<file path="src/rtl/pcie_cq_desc_parser_if.sv">
// AXI4-Stream bundle for the CQ path, with master/slave views.
interface pcie_cq_desc_parser_if #(
   parameter int DW = 512,
   parameter int UW = 229
);
   logic [DW-1:0]   tdata;
   logic [DW/8-1:0] tkeep;
   logic            tvalid;
   logic            tready;
   logic            tlast;
   logic [UW-1:0]   tuser;

   modport master (output tdata, tkeep, tvalid, tlast, tuser, input tready);
   modport slave  (input tdata, tkeep, tvalid, tlast, tuser, output tready);
endinterface

</file>
<file path="src/rtl/pcie_cq_desc_parser.sv">
// CQ skid-buffered pass-through with SOP descriptor capture onto a valid/ready channel.
// Optional length check compiled in with `define CQ_PARSER_LEN_CHECK_EN.
module pcie_cq_desc_parser #(
   parameter int AXIS_DATA_WIDTH  = 512,
   parameter int AXIS_TUSER_WIDTH = 229
) (
   input  logic                        clk,
   input  logic                        rst,
   pcie_cq_desc_parser_if.slave        s_axis,
   pcie_cq_desc_parser_if.master       m_axis,
   output logic                        desc_valid,
   input  logic                        desc_ready,
   output logic [63:0]                 desc_addr,
   output logic [1:0]                  desc_at,
   output logic [10:0]                 desc_dwc,
   output logic [3:0]                  desc_type,
   output logic [15:0]                 desc_req_id,
   output logic [7:0]                  desc_tag,
   output logic [7:0]                  desc_func,
   output logic [2:0]                  desc_bar_id,
   output logic [5:0]                  desc_bar_aperture,
   output logic [15:0]                 pkt_cnt,
   output logic [7:0]                  len_err_cnt,
   output logic                        len_err
);
   localparam int KW = AXIS_DATA_WIDTH / 8;
   localparam int BW = AXIS_DATA_WIDTH + KW + 1 + AXIS_TUSER_WIDTH;

   typedef enum logic {IDLE, IN_PKT} state_t;

   typedef struct packed {
      logic [5:0]  bar_ap;
      logic [2:0]  bar_id;
      logic [7:0]  func;
      logic [7:0]  tag;
      logic [15:0] req_id;
      logic [3:0]  typ;
      logic [10:0] dwc;
      logic [1:0]  at;
      logic [61:0] addr;
   } desc_t;

   logic [BW-1:0] main_q, main_d, skid_q, skid_d, in_beat;
   logic          main_vld_q, main_vld_d, skid_vld_q, skid_vld_d;
   logic          tready_q, tready_d;
   state_t        state_q, state_d;
   desc_t         desc_q, desc_d;
   logic          desc_valid_q, desc_valid_d;
   logic [15:0]   pkt_cnt_q, pkt_cnt_d;
   logic          is_sop, sop_stall, acc, cap;

   assign in_beat   = {s_axis.tdata, s_axis.tkeep, s_axis.tlast, s_axis.tuser};
   assign is_sop    = |s_axis.tuser[81:80];
   assign sop_stall = s_axis.tvalid && is_sop && (state_q == IDLE) && desc_valid_q && !desc_ready;
   assign acc       = s_axis.tvalid && tready_q && !sop_stall;
   assign cap       = acc && is_sop && (state_q == IDLE);

   // Skid register only fills while the main register is stalled; it drains first.
   always_comb begin
      main_d     = main_q;
      main_vld_d = main_vld_q;
      skid_d     = skid_q;
      skid_vld_d = skid_vld_q;
      if (!main_vld_q || m_axis.tready) begin
         if (skid_vld_q) begin
            main_d     = skid_q;
            main_vld_d = 1'b1;
            skid_vld_d = 1'b0;
         end else begin
            main_vld_d = acc;
            if (acc) main_d = in_beat;
         end
      end else if (acc) begin
         skid_d     = in_beat;
         skid_vld_d = 1'b1;
      end
      tready_d = !skid_vld_d;
   end

   always_comb begin
      state_d = state_q;
      if (acc) begin
         case (state_q)
            IDLE:    if (is_sop && !s_axis.tlast) state_d = IN_PKT;
            IN_PKT:  if (s_axis.tlast) state_d = IDLE;
            default: state_d = IDLE;
         endcase
      end
   end

   // A capture in the same cycle as a consume keeps the channel full.
   always_comb begin
      desc_d       = desc_q;
      desc_valid_d = desc_valid_q;
      pkt_cnt_d    = pkt_cnt_q;
      if (desc_valid_q && desc_ready) desc_valid_d = 1'b0;
      if (cap) begin
         desc_d.addr   = s_axis.tdata[63:2];
         desc_d.at     = s_axis.tdata[1:0];
         desc_d.dwc    = s_axis.tdata[74:64];
         desc_d.typ    = s_axis.tdata[78:75];
         desc_d.req_id = s_axis.tdata[95:80];
         desc_d.tag    = s_axis.tdata[103:96];
         desc_d.func   = s_axis.tdata[111:104];
         desc_d.bar_id = s_axis.tdata[114:112];
         desc_d.bar_ap = s_axis.tdata[120:115];
         desc_valid_d  = 1'b1;
         pkt_cnt_d     = pkt_cnt_q + 16'd1;
      end
   end

   always_ff @(posedge clk or posedge rst) begin
      if (rst) begin
         main_q       <= '0;
         main_vld_q   <= 1'b0;
         skid_q       <= '0;
         skid_vld_q   <= 1'b0;
         tready_q     <= 1'b0;
         state_q      <= IDLE;
         desc_q       <= '0;
         desc_valid_q <= 1'b0;
         pkt_cnt_q    <= '0;
      end else begin
         main_q       <= main_d;
         main_vld_q   <= main_vld_d;
         skid_q       <= skid_d;
         skid_vld_q   <= skid_vld_d;
         tready_q     <= tready_d;
         state_q      <= state_d;
         desc_q       <= desc_d;
         desc_valid_q <= desc_valid_d;
         pkt_cnt_q    <= pkt_cnt_d;
      end
   end

`ifdef CQ_PARSER_LEN_CHECK_EN
   logic [6:0]  exp_q, exp_d, cnt_q, cnt_d, exp_now, cnt_inc;
   logic [11:0] dw_full, dw_sum;
   logic [7:0]  lec_q, lec_d;
   logic        len_err_q, len_err_d, payload;

   // dwc 0 encodes 1024 DW; beats = 1 + ceil((dw-12)/16) = 1 + ((dw+3)>>4) above 12 DW.
   assign dw_full = (s_axis.tdata[74:64] == 11'd0) ? 12'd1024 : {1'b0, s_axis.tdata[74:64]};
   assign dw_sum  = dw_full + 12'd3;
   assign payload = s_axis.tdata[78:75] inside {4'b0001, 4'b0011, 4'b0100, 4'b0101, 4'b0110};
   assign exp_now = (payload && dw_full > 12'd12) ? 7'd1 + dw_sum[10:4] : 7'd1;
   assign cnt_inc = cnt_q + 7'd1;

   always_comb begin
      exp_d     = exp_q;
      cnt_d     = cnt_q;
      len_err_d = 1'b0;
      if (cap) begin
         cnt_d     = 7'd1;
         exp_d     = exp_now;
         len_err_d = s_axis.tlast && (exp_now != 7'd1);
      end else if (acc && state_q == IN_PKT) begin
         cnt_d     = cnt_inc;
         len_err_d = s_axis.tlast && (cnt_inc != exp_q);
      end
      lec_d = (len_err_d && lec_q != 8'hFF) ? lec_q + 8'd1 : lec_q;
   end

   always_ff @(posedge clk or posedge rst) begin
      if (rst) begin
         exp_q     <= '0;
         cnt_q     <= '0;
         lec_q     <= '0;
         len_err_q <= 1'b0;
      end else begin
         exp_q     <= exp_d;
         cnt_q     <= cnt_d;
         lec_q     <= lec_d;
         len_err_q <= len_err_d;
      end
   end

   assign len_err     = len_err_q;
   assign len_err_cnt = lec_q;
`else
   assign len_err     = 1'b0;
   assign len_err_cnt = 8'd0;
`endif

   assign s_axis.tready = tready_q && !sop_stall;
   assign {m_axis.tdata, m_axis.tkeep, m_axis.tlast, m_axis.tuser} = main_q;
   assign m_axis.tvalid = main_vld_q;

   assign desc_valid        = desc_valid_q;
   assign desc_addr         = {desc_q.addr, 2'b00};
   assign desc_at           = desc_q.at;
   assign desc_dwc          = desc_q.dwc;
   assign desc_type         = desc_q.typ;
   assign desc_req_id       = desc_q.req_id;
   assign desc_tag          = desc_q.tag;
   assign desc_func         = desc_q.func;
   assign desc_bar_id       = desc_q.bar_id;
   assign desc_bar_aperture = desc_q.bar_ap;
   assign pkt_cnt           = pkt_cnt_q;
endmodule

</file>
<file path="src/flat_wrapper.sv">
// flat-port wrapper written by rule: the top's interface ports become plain ports
module pcie_cq_desc_parser_flat 
#(
   parameter int AXIS_DATA_WIDTH  = 512,
   parameter int AXIS_TUSER_WIDTH = 229
)
  (clk, rst, desc_valid, desc_ready, desc_addr, desc_at, desc_dwc, desc_type, desc_req_id, desc_tag, desc_func, desc_bar_id, desc_bar_aperture, pkt_cnt, len_err_cnt, len_err, s_axis_tdata, s_axis_tkeep, s_axis_tvalid, s_axis_tlast, s_axis_tuser, s_axis_tready, m_axis_tdata, m_axis_tkeep, m_axis_tvalid, m_axis_tlast, m_axis_tuser, m_axis_tready);
  pcie_cq_desc_parser_if #(.DW((512)), .UW((229))) s_axis_i ();
  pcie_cq_desc_parser_if #(.DW((512)), .UW((229))) m_axis_i ();
  input  logic clk;
  input  logic rst;
  output logic desc_valid;
  input  logic desc_ready;
  output logic [63:0] desc_addr;
  output logic [1:0] desc_at;
  output logic [10:0] desc_dwc;
  output logic [3:0] desc_type;
  output logic [15:0] desc_req_id;
  output logic [7:0] desc_tag;
  output logic [7:0] desc_func;
  output logic [2:0] desc_bar_id;
  output logic [5:0] desc_bar_aperture;
  output logic [15:0] pkt_cnt;
  output logic [7:0] len_err_cnt;
  output logic len_err;
  input wire logic [$bits(s_axis_i.tdata)-1:0] s_axis_tdata;
  input wire logic [$bits(s_axis_i.tkeep)-1:0] s_axis_tkeep;
  input wire logic [$bits(s_axis_i.tvalid)-1:0] s_axis_tvalid;
  input wire logic [$bits(s_axis_i.tlast)-1:0] s_axis_tlast;
  input wire logic [$bits(s_axis_i.tuser)-1:0] s_axis_tuser;
  output wire logic [$bits(s_axis_i.tready)-1:0] s_axis_tready;
  output wire logic [$bits(m_axis_i.tdata)-1:0] m_axis_tdata;
  output wire logic [$bits(m_axis_i.tkeep)-1:0] m_axis_tkeep;
  output wire logic [$bits(m_axis_i.tvalid)-1:0] m_axis_tvalid;
  output wire logic [$bits(m_axis_i.tlast)-1:0] m_axis_tlast;
  output wire logic [$bits(m_axis_i.tuser)-1:0] m_axis_tuser;
  input wire logic [$bits(m_axis_i.tready)-1:0] m_axis_tready;
  assign s_axis_i.tdata = s_axis_tdata;
  assign s_axis_i.tkeep = s_axis_tkeep;
  assign s_axis_i.tvalid = s_axis_tvalid;
  assign s_axis_i.tlast = s_axis_tlast;
  assign s_axis_i.tuser = s_axis_tuser;
  assign s_axis_tready = s_axis_i.tready;
  assign m_axis_tdata = m_axis_i.tdata;
  assign m_axis_tkeep = m_axis_i.tkeep;
  assign m_axis_tvalid = m_axis_i.tvalid;
  assign m_axis_tlast = m_axis_i.tlast;
  assign m_axis_tuser = m_axis_i.tuser;
  assign m_axis_i.tready = m_axis_tready;
  pcie_cq_desc_parser #(.AXIS_DATA_WIDTH(AXIS_DATA_WIDTH), .AXIS_TUSER_WIDTH(AXIS_TUSER_WIDTH)) u_core (.clk(clk), .rst(rst), .s_axis(s_axis_i), .m_axis(m_axis_i), .desc_valid(desc_valid), .desc_ready(desc_ready), .desc_addr(desc_addr), .desc_at(desc_at), .desc_dwc(desc_dwc), .desc_type(desc_type), .desc_req_id(desc_req_id), .desc_tag(desc_tag), .desc_func(desc_func), .desc_bar_id(desc_bar_id), .desc_bar_aperture(desc_bar_aperture), .pkt_cnt(pkt_cnt), .len_err_cnt(len_err_cnt), .len_err(len_err));
endmodule
</file>
<file path="config.mk">
export PLATFORM = sky130hd
export DESIGN_NAME = pcie_cq_desc_parser_flat
export DESIGN_NICKNAME = d
export VERILOG_FILES = /design/src/rtl/pcie_cq_desc_parser_if.sv /design/src/rtl/pcie_cq_desc_parser.sv /design/src/flat_wrapper.sv
export SDC_FILE = /design/constraint.sdc
export NUM_CORES = 2
export LEC_CHECK = 0
export CAP_MARGIN = 5
export CORE_AREA = 2 2 681 683
export CTS_CLUSTER_SIZE = 10
export DETAILED_ROUTE_END_ITERATION = 8
export DIE_AREA = 0 0 683 685
export PLACE_DENSITY = 0.4
export SLEW_MARGIN = 20
export SYNTH_ARGS = -nofsm -noshare
export SYNTH_HDL_FRONTEND = slang
export SYNTH_SLANG_ARGS = --single-unit
</file>
<file path="constraint.sdc">
create_clock -name clk -period 84.1 [get_ports clk]
set_input_delay 21.025 -clock clk [delete_from_list [all_inputs] [get_ports clk]]
set_output_delay 21.025 -clock clk [all_outputs]
set_load 0.05 [all_outputs]
</file>
==> run_results.csv <==
group,metric,value,unit
finish,area_growth,42.8,%
drt,drt-vias-per-instance,3.71,
drt,avgRoutedWirePerCell,25.2,um
floorplan,die_area,468000,um^2
flow_run,drv_cap,0,
synth,synth_area_leader_cell,"dfrtp_1",
synth,yosysMostFrequentCell,"mux2_2",
floorplan,dieHeight,685,um
power,p_switching,1.67,mW
synth,ys_seq_elements,1753,
drt,dr.pass1.iters,5,
power,switching_share,41.2,%
drt,dr.first_iter.drc_count,1980,
clocking,hold_buffers,0,
critical_path,cp-start-kind,"input pin",
sta,rsz0062_at_grt,"false",
critical_path,crit_chain,"clkdlybuf4s50_1 -> o21bai_2 -> nor2_4 -> a21boi_2 -> buf_4",
critical_path,end_kind,"output pin",
clocking,path_clk_slew,0.05,ns
synth,synth_commonest_cells,"mux2_2 (2117), dfrtp_1 (1753), nand2_1 (372), mux2_1 (301), buf_2 (112)",
clocking,cts-buffers-inserted,228,
finish,final_util,23.1,%
power,vdd_drop_max,0.0000193,V
synth,synth_seq_area_share,58.8,%
sta,fmax,22.6,MHz
synth,synth-edff-count,0,
sta,final.period_utilization,52.6,%
sta,tightest_slew,1.05,ns
synth,netlist_area,74600,um^2
power,seqPwrFrac,32.9,%
power,combPwrFrac,42.8,%
power,clockPowerShare,24.4,%
placement,gp_congestion,0.893,
critical_path,slowest_delay,0.67,ns
placement,io_buffers,1755,
floorplan,rows,250,
sta,slew_violations,0,
sta,tns,0,ns
grt,grt_usage,13.6,%
drt,drc,0,
synth,yosysTopAreaCellShare,58.8,%
synth,synth_cells,4907,
synth,synth_cell_type_count,34,
finish,layout-drive-gt1-share,37.2,%
synth,synth-async-reset-ratio,100,%
clocking,cts_tree,"done",
sta,fin_crit,44.23,ns
floorplan,pin_count,1767,
sta,finalSetupViolCount,0,
grt,grt_pass1_wl,447,mm
clocking,clock_latency,0.93,ns
synth,synthTopCellsByArea,"dfrtp_1 (59%), mux2_2 (32%), mux2_1 (4.5%)",
sta,relSlewSlack,29.8,%
critical_path,arrival,23.21,ns
grt,grt_max_degree,131,
power,internal_power,2.38,mW
status,outcome,"finished clean",
floorplan,initial_core_util,16.2,%
synth,synth-main-ff-cell,"dfrtp_1",
clocking,root_buffer,"clkbuf_16",
floorplan,chipWidth,683,um
synth,synth_area_per_cell,15.2,um^2
floorplan,coreArea,461000,um^2
synth,synth_warnings,0,
critical_path,path_class,"in -> out",
grt,grt_overflow,0,
power,p_leak,42.0,nW
power,p_per_area,38.0,nW/um^2
clocking,htree_levels,4,
clocking,cts.sinks,1753,
critical_path,crit_path_max_fanout,4,
finish,fillers,48456,
hold_path,min_path_type,"reg -> reg",
drt,via_count,48484,
critical_path,cp.required,63.07,ns
drt,wirelength,330,mm
grt,grt_pass1_vias,51220,
grt,antenna_found_initial,215,
clocking,post_cts_buffers,0,
clocking,cts_resized,0,
sta,finalHoldViolations,0,
clocking,clockBufferDepth,4,
drt,antenna_left,0,
critical_path,slowest_stage,"a21boi_2",
sta,finClkSkew,0.0622,ns
placement,hpwl,253,mm
finish,nNetsFinal,7486,
sequential cells by signal (all words and copies together), names as in the netlist:
register / flops
u_core.desc_bar_id: 3
u_core.desc_dwc: 11
u_core.desc_bar_aperture: 6
u_core.desc_tag: 8
u_core.tready_q: 1
u_core.skid_q: 806
u_core.m_axis.tvalid: 1
u_core.desc_at: 2
u_core.pkt_cnt: 16
u_core.main_q: 806
u_core.desc_valid: 1
u_core.desc_type: 4
u_core.desc_req_id: 16
u_core.desc_addr: 62
u_core.desc_func: 8
u_core.skid_vld_q: 1
u_core.state_q: 1
metal layers:
layer,GRT usage (%),routed length (um),up-vias
met1,14.2,118000,25298
li1,-,-,20991
met2,25.4,175000,1509
met5,0,331,-
met3,4.69,26200,636
met4,4.12,11100,50
power by group through the flow:
stage | Clock, mW | Combinational, mW | Sequential, mW
final | 0.986 | 1.73 | 1.33
after global routing | 1.06 | 1.80 | 1.37
after CTS | 1.03 | 1.76 | 1.33
after detailed placement | 0 | 1.76 | 1.34
after global placement | 0 | 1.75 | 1.33
after floorplan | 0 | 0.435 | 1.96
cell usage in the layout, fill, tap and decap left out, types with 2 or more instances in the layout:
cell type / Yosys / layout
nand2b_1: 2 / 2
clkbuf_16: 0 / 231
and3_1: 2 / 2
nand3_1: 9 / 9
conb_1: 1 / 11
clkbuf_1: 86 / 58
nor2_1: 5 / 5
bufinv_16: 0 / 9
clkinvlp_4: 0 / 3
xnor2_1: 12 / 12
nor4_1: 2 / 2
nor3_4: 1 / 2
clkdlybuf4s50_1: 0 / 1754
clkinv_16: 0 / 3
nand2_1: 372 / 372
inv_16: 0 / 2
clkinv_8: 0 / 2
mux2_1: 301 / 301
nand4_1: 4 / 4
xor2_1: 3 / 3
inv_6: 0 / 5
mux2_2: 2117 / 2117
or2_2: 2 / 2
diode_2: 0 / 59
clkbuf_8: 0 / 62
buf_12: 0 / 5
dfrtp_1: 1753 / 1752
buf_4: 70 / 72
clkinv_2: 0 / 20
stage by stage:
step,hold slack [ns],worst slack (ns),cells,power (mW),instance area (um^2)
after floorplan,0.452,13.59,4917,2.40,74600
after global placement,0.461,39.55,12617,3.08,98900
after global routing,0.492,39.72,13039,4.24,106000
after CTS,0.476,39.58,13012,4.13,106000
final,0.474,39.87,13072,4.05,107000
after detailed placement,0.462,39.59,12617,3.10,98900
kinds of logic (layout without fill, tap and decap cells):
family,after synthesis,after routing,synth area share (%)
AOI/OAI and AO/OA,5,5,0.0587
xor gates and xnor gates,15,15,0.176
adders and majority gates,1,1,0.0168
buffers and inverters,308,2230,2.28
DFF,1753,1753,58.8
muxes,2418,2418,36.5
other,1,70,0.00503
and+or+nand+nor,406,406,2.16
critical path: cells and delay by family:
family,cells,cell delay (ns)
compound gates,2,1.17
buf+inv,2,0.84
simple gates,1,0.12
final cells by class:
cell class | count | area [um^2] | area share, %
Sequential cell | 1753 | 43900 | 41.2
Clock buffer | 351 | 6850 | 6.43
Antenna cell | 59 | 148 | 0.139
Inverter | 2 | 15.0 | 0.0141
Tap cell | 6174 | 7720 | 7.25
Timing Repair Buffer | 1833 | 18200 | 17.1
Clock inverter | 44 | 599 | 0.563
Multi-Input combinational cell | 2856 | 29100 | 27.3
path summary, 6_finish.rpt:
kind                                                       start                          endpoint  slack, ns  cells after the start
worst max register to register        u_core.state_q$_DFFE_PP0P_    u_core.skid_q[513]$_DFFE_PP0P_      78.07                     10
worst min register to register  u_core.desc_addr[15]$_DFFE_PP0P_  u_core.desc_addr[15]$_DFFE_PP0P_       0.47                      2
worst min-delay path            u_core.desc_addr[15]$_DFFE_PP0P_  u_core.desc_addr[15]$_DFFE_PP0P_       0.47                      2
worst max-delay path                            s_axis_tuser[80]                     s_axis_tready      39.87                      5
min in group asynchronous                                    rst    u_core.main_q[642]$_DFFE_PP0P_      20.57                      2
max in group asynchronous                                    rst     u_core.skid_q[65]$_DFFE_PP0P_      58.87                      8
Power figures use the tool's default switching activity.
==> patch (config.mk and constraints unchanged) <==
Add a define of `CQ_PARSER_LEN_CHECK_EN`.
--- a/src/rtl/pcie_cq_desc_parser.sv
+++ b/src/rtl/pcie_cq_desc_parser.sv
@@ -1,5 +1,7 @@
 // CQ skid-buffered pass-through with SOP descriptor capture onto a valid/ready channel.
 // Optional length check compiled in with `define CQ_PARSER_LEN_CHECK_EN.
+`define CQ_PARSER_LEN_CHECK_EN
+
 module pcie_cq_desc_parser #(
    parameter int AXIS_DATA_WIDTH  = 512,
    parameter int AXIS_TUSER_WIDTH = 229
Check against the original RTL: not settled (the Yosys comparison gave no result); the edit may change what the design does.
==> patch against the original RTL <==
- synthesized area is 2.5% lower
- register-to-register slack lost 0.37 ns
- sequential cell count is 23 higher
- total power is 5.4% lower
- routed wire length up 12%
- worst setup slack got worse by 0.16 ns
- final area shrank 1.5%
- core utilization down 0.35 points
- critical endpoint unchanged
==> patch: results (changes against the original RTL) <==
routedWlPerCell_um: 26.4  # +4.5%
cts_inserted_buffers: 230  # +0.88%
dp_hpwl_um: 290000  # +15%
grt_pass1_vias: 54700  # +6.7%
portBuffers: 1764  # +0.51%
n_all_buffers: 1848  # +0.82%
use_met2_pct: 26.4  # +1.0 points
slowest_stage: "clkdlybuf4s50_1"
nClkBuffers: 353  # +0.57%
num_antenna_cells: 71  # +20%
grt_pass1_wl_um: 495000  # +11%
met1_usage_pct: 17.4  # +3.2 points
rrSetupSlack_ns: 77.70  # -0.37 ns
slew_headroom_pct: 23.2  # -6.5 points
place_congestion: 0.912  # +2.2%
min_to: "u_core.desc_addr[13]"
seq_share_pct: 42.4  # +1.2 points
drive_above_1_share_pct: 15.8  # -21 points
reg2reg_from: "u_core.desc_valid"
crit_arrival_ns: 23.37  # +0.16 ns
multi_input_cells: 3773  # +32%
status: "complete, no violations"
hp-start: "u_core.desc_addr[13]"
stdcell_count: 14000  # +7.5%
dr.pass1.iters: 6  # +1
non_clock_buffer_area_share_pct: 17.6  # +0.43 points
antenna_found_initial: 252  # +17%
met1_length_um: 141000  # +20%
core_area_sq_um: 461000  # unchanged
vias_per_cell: 3.81  # +2.6%
final_nets: 8450  # +13%
power_leakage_nw: 42.2  # +0.27%
peakVddDrop_uv: 24.3  # +26%
synth_cell_types: 48  # +41%
finalClockSkew_ns: 0.0567  # -0.00549 ns
critPathTopFamily: "buffers and inverters"
fillCellCount: 49200  # +1.5%
multi_input_area_sq_um: 26800  # -7.8%
routed-wl-met3_um: 31100  # +19%
ys_seq_elements: 1776  # +1.3%
synthTopCellsByArea: "dfrtp_1, mux2_2, mux2i_1"
clock_area_share_pct: 6.95  # -0.044 points
grtUsageTotal_pct: 15.3  # +1.7 points
synthTopCellsByCount: "dfrtp_1, nand2_1, o21ai_0, mux2_2, mux2i_1"
wl_met2_um: 181000  # +3.8%
placed_area_sq_um: 97400  # -1.6%
synth_area_per_cell_sq_um: 12.2  # -20%
clk_latency_ns: 0.90  # -0.03 ns
inverters: 6  # +4
worst_hold_slack_ns: 0.472  # -0.00179 ns
top_layer: "met5"
drt_iter0_drc: 3200  # +62%
setup.worst_path.start: "desc_ready"
## patch: where the power goes
group          switching (W)  total (W)  internal [W]  leakage [nW]
clock               0.000409   0.000974      0.000566          3.53
combinational        0.00102    0.00153      0.000505          17.1
sequential          0.000175    0.00133       0.00115          21.5
## patch: cell families (layout without fill, tap and decap cells)
kind of cell / after synthesis / count (layout) / share of synthesized area, %
AOI/OAI and AO/OA: 845 / 845 / 5.90
xor gates and xnor gates: 37 / 37 / 0.445
adders and majority gates: 4 / 4 / 0.0688
buffers and inverters: 404 / 2253 / 2.10
DFF: 1776 / 1776 / 61.1
muxes: 1616 / 1616 / 23.6
other: 1 / 73 / 0.00515
and+or+nand+nor: 1269 / 1269 / 6.77
## patch: metrics by stage
stage               utilization [%]  total power (W)  setup WS (ns)
floorplan                         -          0.00223          12.94
global placement               21.1          0.00287          39.60
detailed placement             21.1          0.00289          39.67
CTS                            22.7          0.00389          39.65
global route                   22.7          0.00401          39.60
finish                         22.7          0.00383          39.71
